--- config.mk ---
export PLATFORM = sky130hd
export DESIGN_NAME = crc_frame_ctrl
export DESIGN_NICKNAME = d
export VERILOG_FILES = /design/src/rtl/crc_frame_ctrl.sv
export SDC_FILE = /design/constraint.sdc
export NUM_CORES = 1
export LEC_CHECK = 0
export BUFFER_PORTS_ARGS = -buffer_cell sky130_fd_sc_hd__buf_2
export CAP_MARGIN = 20
export CORE_UTILIZATION = 40
export DETAILED_ROUTE_END_ITERATION = 12
export GPL_TIMING_DRIVEN = 0
export SYNTH_ARGS = -nofsm -noshare
export SYNTH_HDL_FRONTEND = slang
export SYNTH_SLANG_ARGS = --single-unit
export TNS_END_PERCENT = 1
--- constraint.sdc ---
create_clock -name CLK -period 3.6 [get_ports CLK]
set_input_delay 0.18 -clock CLK [delete_from_list [all_inputs] [get_ports CLK]]
set_output_delay 0.18 -clock CLK [all_outputs]
set_load 0.005 [all_outputs]
--- src/rtl/crc_frame_ctrl.sv ---
// crc_frame_ctrl: sequences a serial CRC engine, feeding it byte frames LSB-first and
// collecting its serial CRC into a parallel result. Define CRC_OUT_REFLECT_EN for bit-reversed OUT_CRC.
module crc_frame_ctrl #(
  parameter int unsigned DATA_W    = 8,
  parameter int unsigned CRC_W     = 8,
  parameter int unsigned MAX_BYTES = 16,
  parameter int unsigned TIMEOUT   = 4
) (
  input  logic              CLK,
  input  logic              RST,
  input  logic [DATA_W-1:0] IN_DATA,
  input  logic              IN_LAST,
  input  logic              IN_VALID,
  output logic              IN_READY,
  output logic              ENG_RST,
  output logic              ENG_DATA,
  output logic              ENG_ACTIVE,
  input  logic              ENG_CRC,
  input  logic              ENG_VALID,
  output logic [CRC_W-1:0]  OUT_CRC,
  output logic              OUT_VALID,
  input  logic              OUT_READY,
  output logic              BUSY,
  output logic              ERR
);
  localparam int unsigned BitW    = (DATA_W > 1) ? $clog2(DATA_W) : 1;
  localparam int unsigned CrcIdxW = (CRC_W > 1) ? $clog2(CRC_W) : 1;
  localparam int unsigned CntW    = $clog2(MAX_BYTES + 1);
  localparam int unsigned TmoW    = $clog2(TIMEOUT + 1);
`ifdef CRC_OUT_REFLECT_EN
  localparam bit Reflect = 1'b1;
`else
  localparam bit Reflect = 1'b0;
`endif

  typedef enum logic [2:0] {StIdle, StClr, StGap, StShift, StDrain, StHold, StAbort} state_e;

  state_e             state_q;
  logic [DATA_W-1:0]  shift_q, pf_data_q;
  logic               last_q, pf_last_q, pf_valid_q;
  logic [BitW-1:0]    bit_q;
  logic [CntW-1:0]    cnt_q;
  logic [CrcIdxW-1:0] crc_idx_q;
  logic [TmoW-1:0]    tmo_q;

  logic               accept, bit_end, overlength, underrun;
  logic [CrcIdxW-1:0] crc_pos;

  always_comb begin
    accept     = IN_VALID & IN_READY;
    bit_end    = (bit_q == BitW'(DATA_W - 1));
    overlength = accept & (cnt_q == CntW'(MAX_BYTES)) & ~IN_LAST;
    // A byte accepted on the final bit arrives in time and is not an underrun.
    underrun   = bit_end & ~last_q & ~pf_valid_q & ~accept;
    crc_pos    = Reflect ? (CrcIdxW'(CRC_W - 1) - crc_idx_q) : crc_idx_q;
  end

  always_ff @(posedge CLK or negedge RST) begin
    if (!RST) begin
      state_q    <= StIdle;
      shift_q    <= '0;
      pf_data_q  <= '0;
      last_q     <= 1'b0;
      pf_last_q  <= 1'b0;
      pf_valid_q <= 1'b0;
      bit_q      <= '0;
      cnt_q      <= '0;
      crc_idx_q  <= '0;
      tmo_q      <= '0;
      IN_READY   <= 1'b0;
      ENG_RST    <= 1'b0;
      ENG_DATA   <= 1'b0;
      ENG_ACTIVE <= 1'b0;
      OUT_CRC    <= '0;
      OUT_VALID  <= 1'b0;
      BUSY       <= 1'b0;
      ERR        <= 1'b0;
    end else begin
      ERR <= 1'b0;
      unique case (state_q)
        StIdle: begin
          ENG_RST  <= 1'b1;
          IN_READY <= 1'b1;
          if (accept) begin
            shift_q  <= IN_DATA;
            last_q   <= IN_LAST;
            cnt_q    <= CntW'(1);
            IN_READY <= 1'b0;
            ENG_RST  <= 1'b0;
            BUSY     <= 1'b1;
            state_q  <= StClr;
          end
        end
        StClr: begin
          ENG_RST <= 1'b1;
          state_q <= StGap;
        end
        StGap: begin
          ENG_ACTIVE <= 1'b1;
          ENG_DATA   <= shift_q[0];
          shift_q    <= shift_q >> 1;
          bit_q      <= '0;
          IN_READY   <= ~last_q;
          state_q    <= StShift;
        end
        StShift: begin
          if (overlength || underrun) begin
            ERR        <= 1'b1;
            ENG_RST    <= 1'b0;
            ENG_ACTIVE <= 1'b0;
            ENG_DATA   <= 1'b0;
            IN_READY   <= 1'b0;
            pf_valid_q <= 1'b0;
            state_q    <= StAbort;
          end else if (bit_end && last_q) begin
            ENG_ACTIVE <= 1'b0;
            ENG_DATA   <= 1'b0;
            IN_READY   <= 1'b0;
            crc_idx_q  <= '0;
            tmo_q      <= '0;
            state_q    <= StDrain;
          end else if (bit_end) begin
            bit_q <= '0;
            if (pf_valid_q) begin
              ENG_DATA   <= pf_data_q[0];
              shift_q    <= pf_data_q >> 1;
              last_q     <= pf_last_q;
              pf_valid_q <= 1'b0;
              IN_READY   <= ~pf_last_q;
            end else begin
              ENG_DATA <= IN_DATA[0];
              shift_q  <= IN_DATA >> 1;
              last_q   <= IN_LAST;
              cnt_q    <= cnt_q + 1'b1;
              IN_READY <= ~IN_LAST;
            end
          end else begin
            bit_q    <= bit_q + 1'b1;
            ENG_DATA <= shift_q[0];
            shift_q  <= shift_q >> 1;
            if (accept) begin
              pf_data_q  <= IN_DATA;
              pf_last_q  <= IN_LAST;
              pf_valid_q <= 1'b1;
              cnt_q      <= cnt_q + 1'b1;
              IN_READY   <= 1'b0;
            end
          end
        end
        StDrain: begin
          if (ENG_VALID) begin
            OUT_CRC[crc_pos] <= ENG_CRC;
            crc_idx_q        <= crc_idx_q + 1'b1;
            if (crc_idx_q == CrcIdxW'(CRC_W - 1)) begin
              OUT_VALID <= 1'b1;
              state_q   <= StHold;
            end
          end else if (crc_idx_q == '0) begin
            // The timeout only guards the wait for the first CRC bit.
            if (tmo_q == TmoW'(TIMEOUT - 1)) begin
              ERR     <= 1'b1;
              ENG_RST <= 1'b0;
              state_q <= StAbort;
            end else begin
              tmo_q <= tmo_q + 1'b1;
            end
          end
        end
        StHold: begin
          if (OUT_READY) begin
            OUT_VALID <= 1'b0;
            IN_READY  <= 1'b1;
            BUSY      <= 1'b0;
            state_q   <= StIdle;
          end
        end
        StAbort: begin
          ENG_RST  <= 1'b1;
          IN_READY <= 1'b1;
          BUSY     <= 1'b0;
          state_q  <= StIdle;
        end
        default: state_q <= StIdle;
      endcase
    end
  end
endmodule

==> impl_metrics.ini, run 1 <==
[run_status]
outcome = completed

[setup_path]
cpPeakStageDelay_ns = 0.41
crit_family = buffers and inverters
startpoint_type = flip-flop
crit_chain = ha_1 > ha_1 > buf_2 > nand2_1 > clkbuf_1 > nor2_1 > a21oi_1 > o21ai_0 > mux2_2
path_class = reg2reg
cp.arrival_ns = 2.49
cp_common_cell = ha_1
cp.required_ns = 3.80
cp_slowest_cell = dfrtp_1
crit_fanout = 10
cp_num_buf_inv = 2
end_kind = flip-flop

[global_route]
grt_usage_pct = 18.4
grt_pass1_vias = 2227
gr-total-overflow = 0
grt_max_degree = 34
grt_pass1_wl_um = 10900
antenna_found_initial = 0

[logic_synthesis]
async_flop_share_pct = 100
synth.cell_area_um2 = 2900
yosys_register_bits = 51
synth.avg_cell_area_um2 = 9.81
seq_area_frac_synth_pct = 44.1
synth_fp_nets = 319
synth.distinct_cells = 45
ys.flop_type = dfrtp_1
yosysWarnings = 0
synth-edff-count = 0
synth_cells = 295

[cts]
clk_path_buf_depth = 2
postCtsSetupBuffers = 0
clkSinkCount = 51
cts_tree = yes
h-tree-depth = 2
cts-resized-gates = 0
numCtsBuffers = 5
cts.clk_slew.worst_paths_ns = 0.10
root_buffer = clkbuf_8
insertion_delay_ns = 0.30
cts_hold_buf = 1

[power]
p_sw_mw = 0.806
p_leak_nw = 1.57
clockPowerShare_pct = 20.9
sw_frac_of_total_pct = 35.6
vdd_drop_max_mv = 0.316
p_total_mw = 2.26
powerDensity_nw_per_um2 = 681
p_int_mw = 1.46
pwr-share-seq_pct = 37.7
comb_power_share_pct = 41.4

[sta]
finalCriticalPeriod_ns = 2.29
maxSlewHeadroom_pct = 58.7
maxSlewViolCount = 0
worstMarginPinSlew_ns = 0.613
fin_ws_ns = 1.31
hold_ws_ns = 0.128
rsz0062_at_grt = no
fmax_mhz = 436
fin_skew_ns = 0.00918
post-route-period-util_pct = 63.6
setup_violations = 0
hold_violations = 0
fin_setup_tns_ns = 0

[detailed_routing]
drt-total-wl_um = 6290
drt_iter0_drc = 165
drc = 0
drtAntennaViolNets = 0
vias = 2304
wl_per_cell_um = 14.6
first_pass_iters = 4
via_per_inst = 5.36

[floorplanning]
start_util_pct = 41.9
coreArea_um2 = 6910
std_cell_rows = 30
die_x_um = 87.1
dieArea_um2 = 7580
io-pin-count = 30
die_h_um = 87.1

[cells_and_area]
layout.cells.non_filler = 430
layout_common_cells = dfrtp_1, nand2_1, buf_2
layout-drive-gt1-share_pct = 24.3
final_nets = 357
area_delta_synth_final_pct = 14.9
final_common_cell = dfrtp_1
diodes = 0

[placed_design]
gp_congestion = 0.853
portBuffers = 29
hpwl_um = 4580
place_inst = 421
dp_slack_ns = 1.31

[flow_run]
max_cap_viol_count = 0

[worst_hold_path]
hold_class = in2reg
## flip-flops by register name, summed over array words and instances, names as in the netlist, 3 cells and up
| name | cells |
|---|---|
| OUT_CRC | 8 |
| cnt_q | 5 |
| tmo_q | 3 |
| pf_data_q | 8 |
| shift_q | 8 |
| bit_q | 3 |
| crc_idx_q | 3 |
| state_q | 3 |
## Yosys cell counts (all sizes together) (7+ instances only)
library cell / count / area [um^2]
inv: 9 / 33.8
mux2i: 13 / 130
buf: 7 / 45.0
dfrtp: 51 / 1280
clkbuf: 7 / 26.3
nand2: 37 / 139
ha: 9 / 113
a21oi: 20 / 100
nand3: 8 / 57.6
mux2: 29 / 327
nor2: 25 / 93.8
o21ai: 23 / 115
## worst register-to-register path, stage by stage, from the launching register on
cell	delay (ns)
dfrtp_1	0.41
ha_1	0.21
ha_1	0.20
buf_2	0.20
nand2_1	0.20
clkbuf_1	0.40
nor2_1	0.10
a21oi_1	0.12
o21ai_0	0.09
mux2_2	0.28
## metal layers
layer | global-route usage (%) | share of wire, % | wire length, um | up-vias
li1 | - | - | - | 1142
met3 | 3.41 | 3.9 | 248 | 4
met5 | 0 | 0 | 0 | -
met4 | 4.55 | 0.70 | 44 | 0
met2 | 28.6 | 44 | 2790 | 45
met1 | 26.3 | 51 | 3210 | 1113
## worst paths after layout
check                                    end  slack, ns       start  cells after the start
worst min register to register      cnt_q[4]       0.48    cnt_q[4]                      1
max in group asynchronous           ENG_DATA       2.73         RST                      3
worst max-delay path              shift_q[5]       1.31    bit_q[0]                      9
worst min-delay path            pf_data_q[4]       0.13  IN_DATA[4]                      2
min in group asynchronous           cnt_q[0]       0.34         RST                      2
worst max register to register    shift_q[5]       1.31    bit_q[0]                      9
## logic make-up after synthesis
logic type      Yosys count  share of synthesized area [%]
compound gates           73                           15.8
buf+inv                  23                           3.63
simple gates             97                           16.8
fa+ha+maj                 9                           3.89
flops                    51                           44.1
mux                      42                           15.8
## power by group through the flow
stage	clock (mW)	combinational [mW]	sequential, mW
global placement	0	0.919	0.858
finish	0.473	0.937	0.854
global route	0.510	1.06	0.880
floorplan	0	0.727	0.836
CTS	0.487	0.942	0.854
detailed placement	0	0.940	0.864
## through the flow
stage / utilization, % / instance area [um^2]
global placement: 45.8 / 3160
global route: 48.2 / 3330
finish: 48.2 / 3330
detailed placement: 46.1 / 3180
floorplan: - / 2900
CTS: 48.2 / 3330
## area by class of cell
cell class / count / area, um^2
Fill cell: 700 / 3580
Clock inverter: 3 / 67.6
Clock buffer: 5 / 68.8
Multi-Input combinational cell: 221 / 1510
Buffer: 14 / 71.3
Sequential cell: 51 / 1280
Timing Repair Buffer: 31 / 175
Inverter: 9 / 33.8
Tap cell: 96 / 120
Note: power is estimated with default switching activity, not from simulation.
==> inputs of run 2 (changes only) <==
- clock period: 3.6 -> 2.2 ns (I/O delays scaled with it)
==> impl_metrics.ini, run 2 (synthesis gave the netlist of run 1 again) <==
[run_status]
outcome = completed

[global_route]
antenna_found_initial = 0
gr-total-overflow = 0
grt_pass1_vias = 2219
grt_pass1_wl_um = 10800
grt_usage_pct = 18.3
grt_max_degree = 34

[power]
sw_frac_of_total_pct = 35.7
pwr-share-seq_pct = 37.6
comb_power_share_pct = 41.5
p_sw_mw = 1.33
vdd_drop_max_mv = 0.520
p_leak_nw = 1.57
p_total_mw = 3.72
powerDensity_nw_per_um2 = 1110
p_int_mw = 2.40
clockPowerShare_pct = 20.9

[setup_path]
cp_slowest_cell = nor3_4
cpPeakStageDelay_ns = 0.45
crit_fanout = 10
crit_family = simple AND/OR/NAND/NOR gates
end_kind = flip-flop
cp_num_buf_inv = 1
path_class = reg2reg
crit_chain = inv_1 > ha_1 > and3_1 > a21bo_2 > nor3_4 > mux2_2
cp.required_ns = 2.39
startpoint_type = flip-flop
cp.arrival_ns = 2.28

[detailed_routing]
wl_per_cell_um = 14.6
vias = 2300
routed.top_layer = met4
drt_iter0_drc = 185
first_pass_iters = 4
met3_length_um = 252
drtAntennaViolNets = 0
met1Wirelength_um = 3170
drt-total-wl_um = 6270
via_per_inst = 5.36
met2WireLength_um = 2790
drc = 0

[cells_and_area]
layout.cells.non_filler = 429
largestRegisters = OUT_CRC x8, pf_data_q x8, shift_q x8
diodes = 0
layout_common_cells = dfrtp_1, nand2_1, buf_2
layout-drive-gt1-share_pct = 26.1
final_common_cell = dfrtp_1
area_delta_synth_final_pct = 15.8
final_cell_area_um2 = 3350
final_util_pct = 48.5
final_nets = 356

[floorplanning]
dieArea_um2 = 7580
io-pin-count = 30
start_util_pct = 41.9
coreArea_um2 = 6910
std_cell_rows = 30
die_x_um = 87.1
die_h_um = 87.1

[sta]
worstMarginPinSlew_ns = 0.575
maxSlewHeadroom_pct = 61.5
fmax_mhz = 479
setup_violations = 0
fin_setup_tns_ns = 0
maxSlewViolCount = 0
hold_violations = 0
fin_skew_ns = 0.00874
hold_ws_ns = 0.0543
finalCriticalPeriod_ns = 2.09
rsz0062_at_grt = yes
post-route-period-util_pct = 94.9
fin_ws_ns = 0.112

[placed_design]
dp_slack_ns = -0.0892
portBuffers = 29
gp_congestion = 0.853
hpwl_um = 4580
place_inst = 421
place_area_um2 = 3180

[worst_hold_path]
hold_class = in2reg

[flow_run]
max_cap_viol_count = 0

[cts]
cts.clk_slew.worst_paths_ns = 0.10
insertion_delay_ns = 0.31
root_buffer = clkbuf_8
clk_path_buf_depth = 2
cts_tree = yes
h-tree-depth = 2
clkSinkCount = 51
postCtsSetupBuffers = 0
numCtsBuffers = 5
[run 2: path summary, 6_finish.rpt]
kind | from | to | slack (ns) | cells past startpoint
hold / removal | IN_DATA[4] | pf_data_q[4] | 0.05 | 2
min in group asynchronous | RST | cnt_q[0] | 0.27 | 2
hold reg to reg | cnt_q[4] | cnt_q[4] | 0.48 | 1
setup reg to reg | cnt_q[0] | pf_data_q[0] | 0.11 | 6
max in group asynchronous | RST | ENG_RST | 1.40 | 3
setup / recovery | cnt_q[0] | pf_data_q[0] | 0.11 | 6
[run 2: cell type report]
class	instances	area, um^2
Inverter	9	33.8
Timing Repair Buffer	31	175
Multi-Input combinational cell	221	1540
Tap cell	96	120
Buffer	13	67.6
Fill cell	692	3550
Clock buffer	5	68.8
Sequential cell	51	1280
Clock inverter	3	67.6
[run 2: worst reg2reg max path, cell delays in order (launching register included)]
cell and delay [ns]:
dfrtp_2 0.42, inv_1 0.06, ha_1 0.18, and3_1 0.20, a21bo_2 0.25, nor3_4 0.46, mux2_2 0.40
[run 2: what timing repair did]
item	CTS	global route
gates resized for setup	0	9
hold buffers	1	0
endpoints found under the setup margin	3	23
hold endpoints to repair	18	0
[run 2: per-layer routing]
metal | vias up | global-route usage (%)
met3 | 7 | 3.41
met4 | 0 | 4.55
met2 | 49 | 28.3
li1 | 1137 | -
met1 | 1107 | 26.4
met5 | - | 0
[run 2: power by group through the flow]
stage	registers (mW)	logic (mW)	clock network, mW
global route	1.44	1.75	0.837
CTS	1.40	1.54	0.796
floorplan	1.37	1.19	0
detailed placement	1.41	1.54	0
finish	1.40	1.54	0.779
global placement	1.40	1.50	0
==> inputs of run 3 (changes only) <==
- CORE_UTILIZATION: 40 -> 59
- PLACE_DENSITY: default -> 0.86
==> impl_metrics.ini, run 3 (synthesis gave the netlist of run 1 again) <==
[setup_path]
path_class = reg2reg
reg2reg_from = cnt_q[0]
crit_chain = inv_1 > ha_1 > and3_1 > a21bo_2 > nor3_4 > mux2_2
r2r_end = pf_data_q[6]
end_kind = flip-flop
r2r_cells = 6
crit_fanout = 10
cp.arrival_ns = 2.28
startpoint_type = flip-flop
cp_slowest_cell = dfrtp_1
regToRegSetupSlack_ns = 0.12
cp.required_ns = 2.40
cpPeakStageDelay_ns = 0.44

[flow_run]
max_cap_viol_count = 0

[sta]
hold_violations = 0
maxSlewViolCount = 0
fin_ws_ns = 0.118
setup_violations = 0
fmax_mhz = 480
maxSlewHeadroom_pct = 66.6
post-route-period-util_pct = 94.7
fin_skew_ns = 0.00457
rsz0062_at_grt = yes
hold_ws_ns = 0.0499
worstMarginPinSlew_ns = 0.499
finalCriticalPeriod_ns = 2.08

[global_route]
grt_pass1_vias = 2243
globalRouteMet2Util_pct = 42.5
met1_usage_pct = 31.4
busiest_layer = met2
grt_max_degree = 52
gr-usage-met3_pct = 4.31
grt_usage_pct = 24.9
gr-total-overflow = 0
grt_pass1_wl_um = 10000
antenna_found_initial = 0

[worst_hold_path]
hold_path_startpoint = IN_DATA[3]
hold_class = in2reg
worstHoldPathCells = 2
holdPathEnd = pf_data_q[3]

[cells_and_area]
layout.cells.non_filler = 400
area_delta_synth_final_pct = 13.1
diodes = 0
largestRegisters = OUT_CRC x8, pf_data_q x8, shift_q x8
layout-drive-gt1-share_pct = 24.9
final_common_cell = dfrtp_1
final_nets = 356
layout_common_cells = dfrtp_1, nand2_1, buf_2

[placed_design]
hpwl_um = 4300
gp_congestion = 0.907
portBuffers = 29
dp_slack_ns = -0.0463
place_inst = 391

[floorplanning]
die_x_um = 72.1
io-pin-count = 30
dieArea_um2 = 5190
start_util_pct = 61.3
std_cell_rows = 25
coreArea_um2 = 4720
die_h_um = 72.1

[power]
vdd_drop_max_mv = 0.492
p_leak_nw = 1.56
powerDensity_nw_per_um2 = 1100

[cts]
h-tree-depth = 2
cts.clk_slew.worst_paths_ns = 0.10
clk_path_buf_depth = 2
clkSinkCount = 51
numCtsBuffers = 5
cts_tree = yes
insertion_delay_ns = 0.31
root_buffer = clkbuf_8

[run_status]
outcome = completed

[detailed_routing]
drtAntennaViolNets = 0
via_per_inst = 5.79
drt_iter0_drc = 108
wl_per_cell_um = 15.2
drc = 0
drt-total-wl_um = 6090
first_pass_iters = 5
vias = 2314
-- run 3: worst max-delay path: cells and delay by family, from the launching register on --
| kind | cells | cell delay, ns |
|---|---|---|
| fa+ha+maj | 1 | 0.19 |
| simple gates | 2 | 0.60 |
| compound gates | 1 | 0.26 |
| flops | 1 | 0.44 |
| mux | 1 | 0.41 |
| buf+inv | 1 | 0.06 |
-- run 3: report_power, final --
part / internal [mW] / total, mW / switching [mW]
Sequential: 1.22 / 1.41 / 0.190
Combinational: 0.717 / 1.54 / 0.821
Clock: 0.345 / 0.668 / 0.323
-- run 3: cell type report --
type                            instances  area [um^2]
Buffer                                 13         67.6
Timing Repair Buffer                   31          175
Multi-Input combinational cell        221         1520
Clock buffer                            5         68.8
Clock inverter                          3         47.5
Fill cell                             374         1450
Tap cell                               67         83.8
Sequential cell                        51         1280
Inverter                                9         33.8
-- run 3: worst max path at each step --
stage,startpoint,endpoint,slack [ns],depth (start not counted)
after floorplan,bit_q[0],shift_q[4],0.26,9
after global placement,bit_q[0],shift_q[6],0.01,9
after detailed placement,bit_q[0],shift_q[6],-0.05,9
after CTS,bit_q[0],shift_q[4],0.06,8
after global routing,cnt_q[0],pf_data_q[6],-0.002,6
final,cnt_q[0],pf_data_q[6],0.12,6
-- run 3: metal layers --
layer / vias up / wire length (um)
li1: 1133 / -
met1: 1096 / 2600
met2: 75 / 3060
met3: 10 / 329
met4: 0 / 100
met5: - / 0
-- run 3: repair_timing --
action / in CTS / in global routing
setup endpoints to repair: 3 / 11
buffers inserted: 0 / 0
resized for setup: 0 / 3
endpoints found under the hold margin: 0 / 15
hold buffers: 0 / 1
-- run 3: metrics by stage --
stage / instance area (um^2) / util, % / TNS (ns) / power, mW
global placement: 3120 / 66.1 / 0 / 2.86
floorplan: 2900 / - / 0 / 2.56
finish: 3280 / 69.4 / 0 / 3.61
detailed placement: 3120 / 66.1 / -0.0654 / 2.93
CTS: 3240 / 68.5 / 0 / 3.62
global route: 3280 / 69.4 / -0.00190 / 3.86
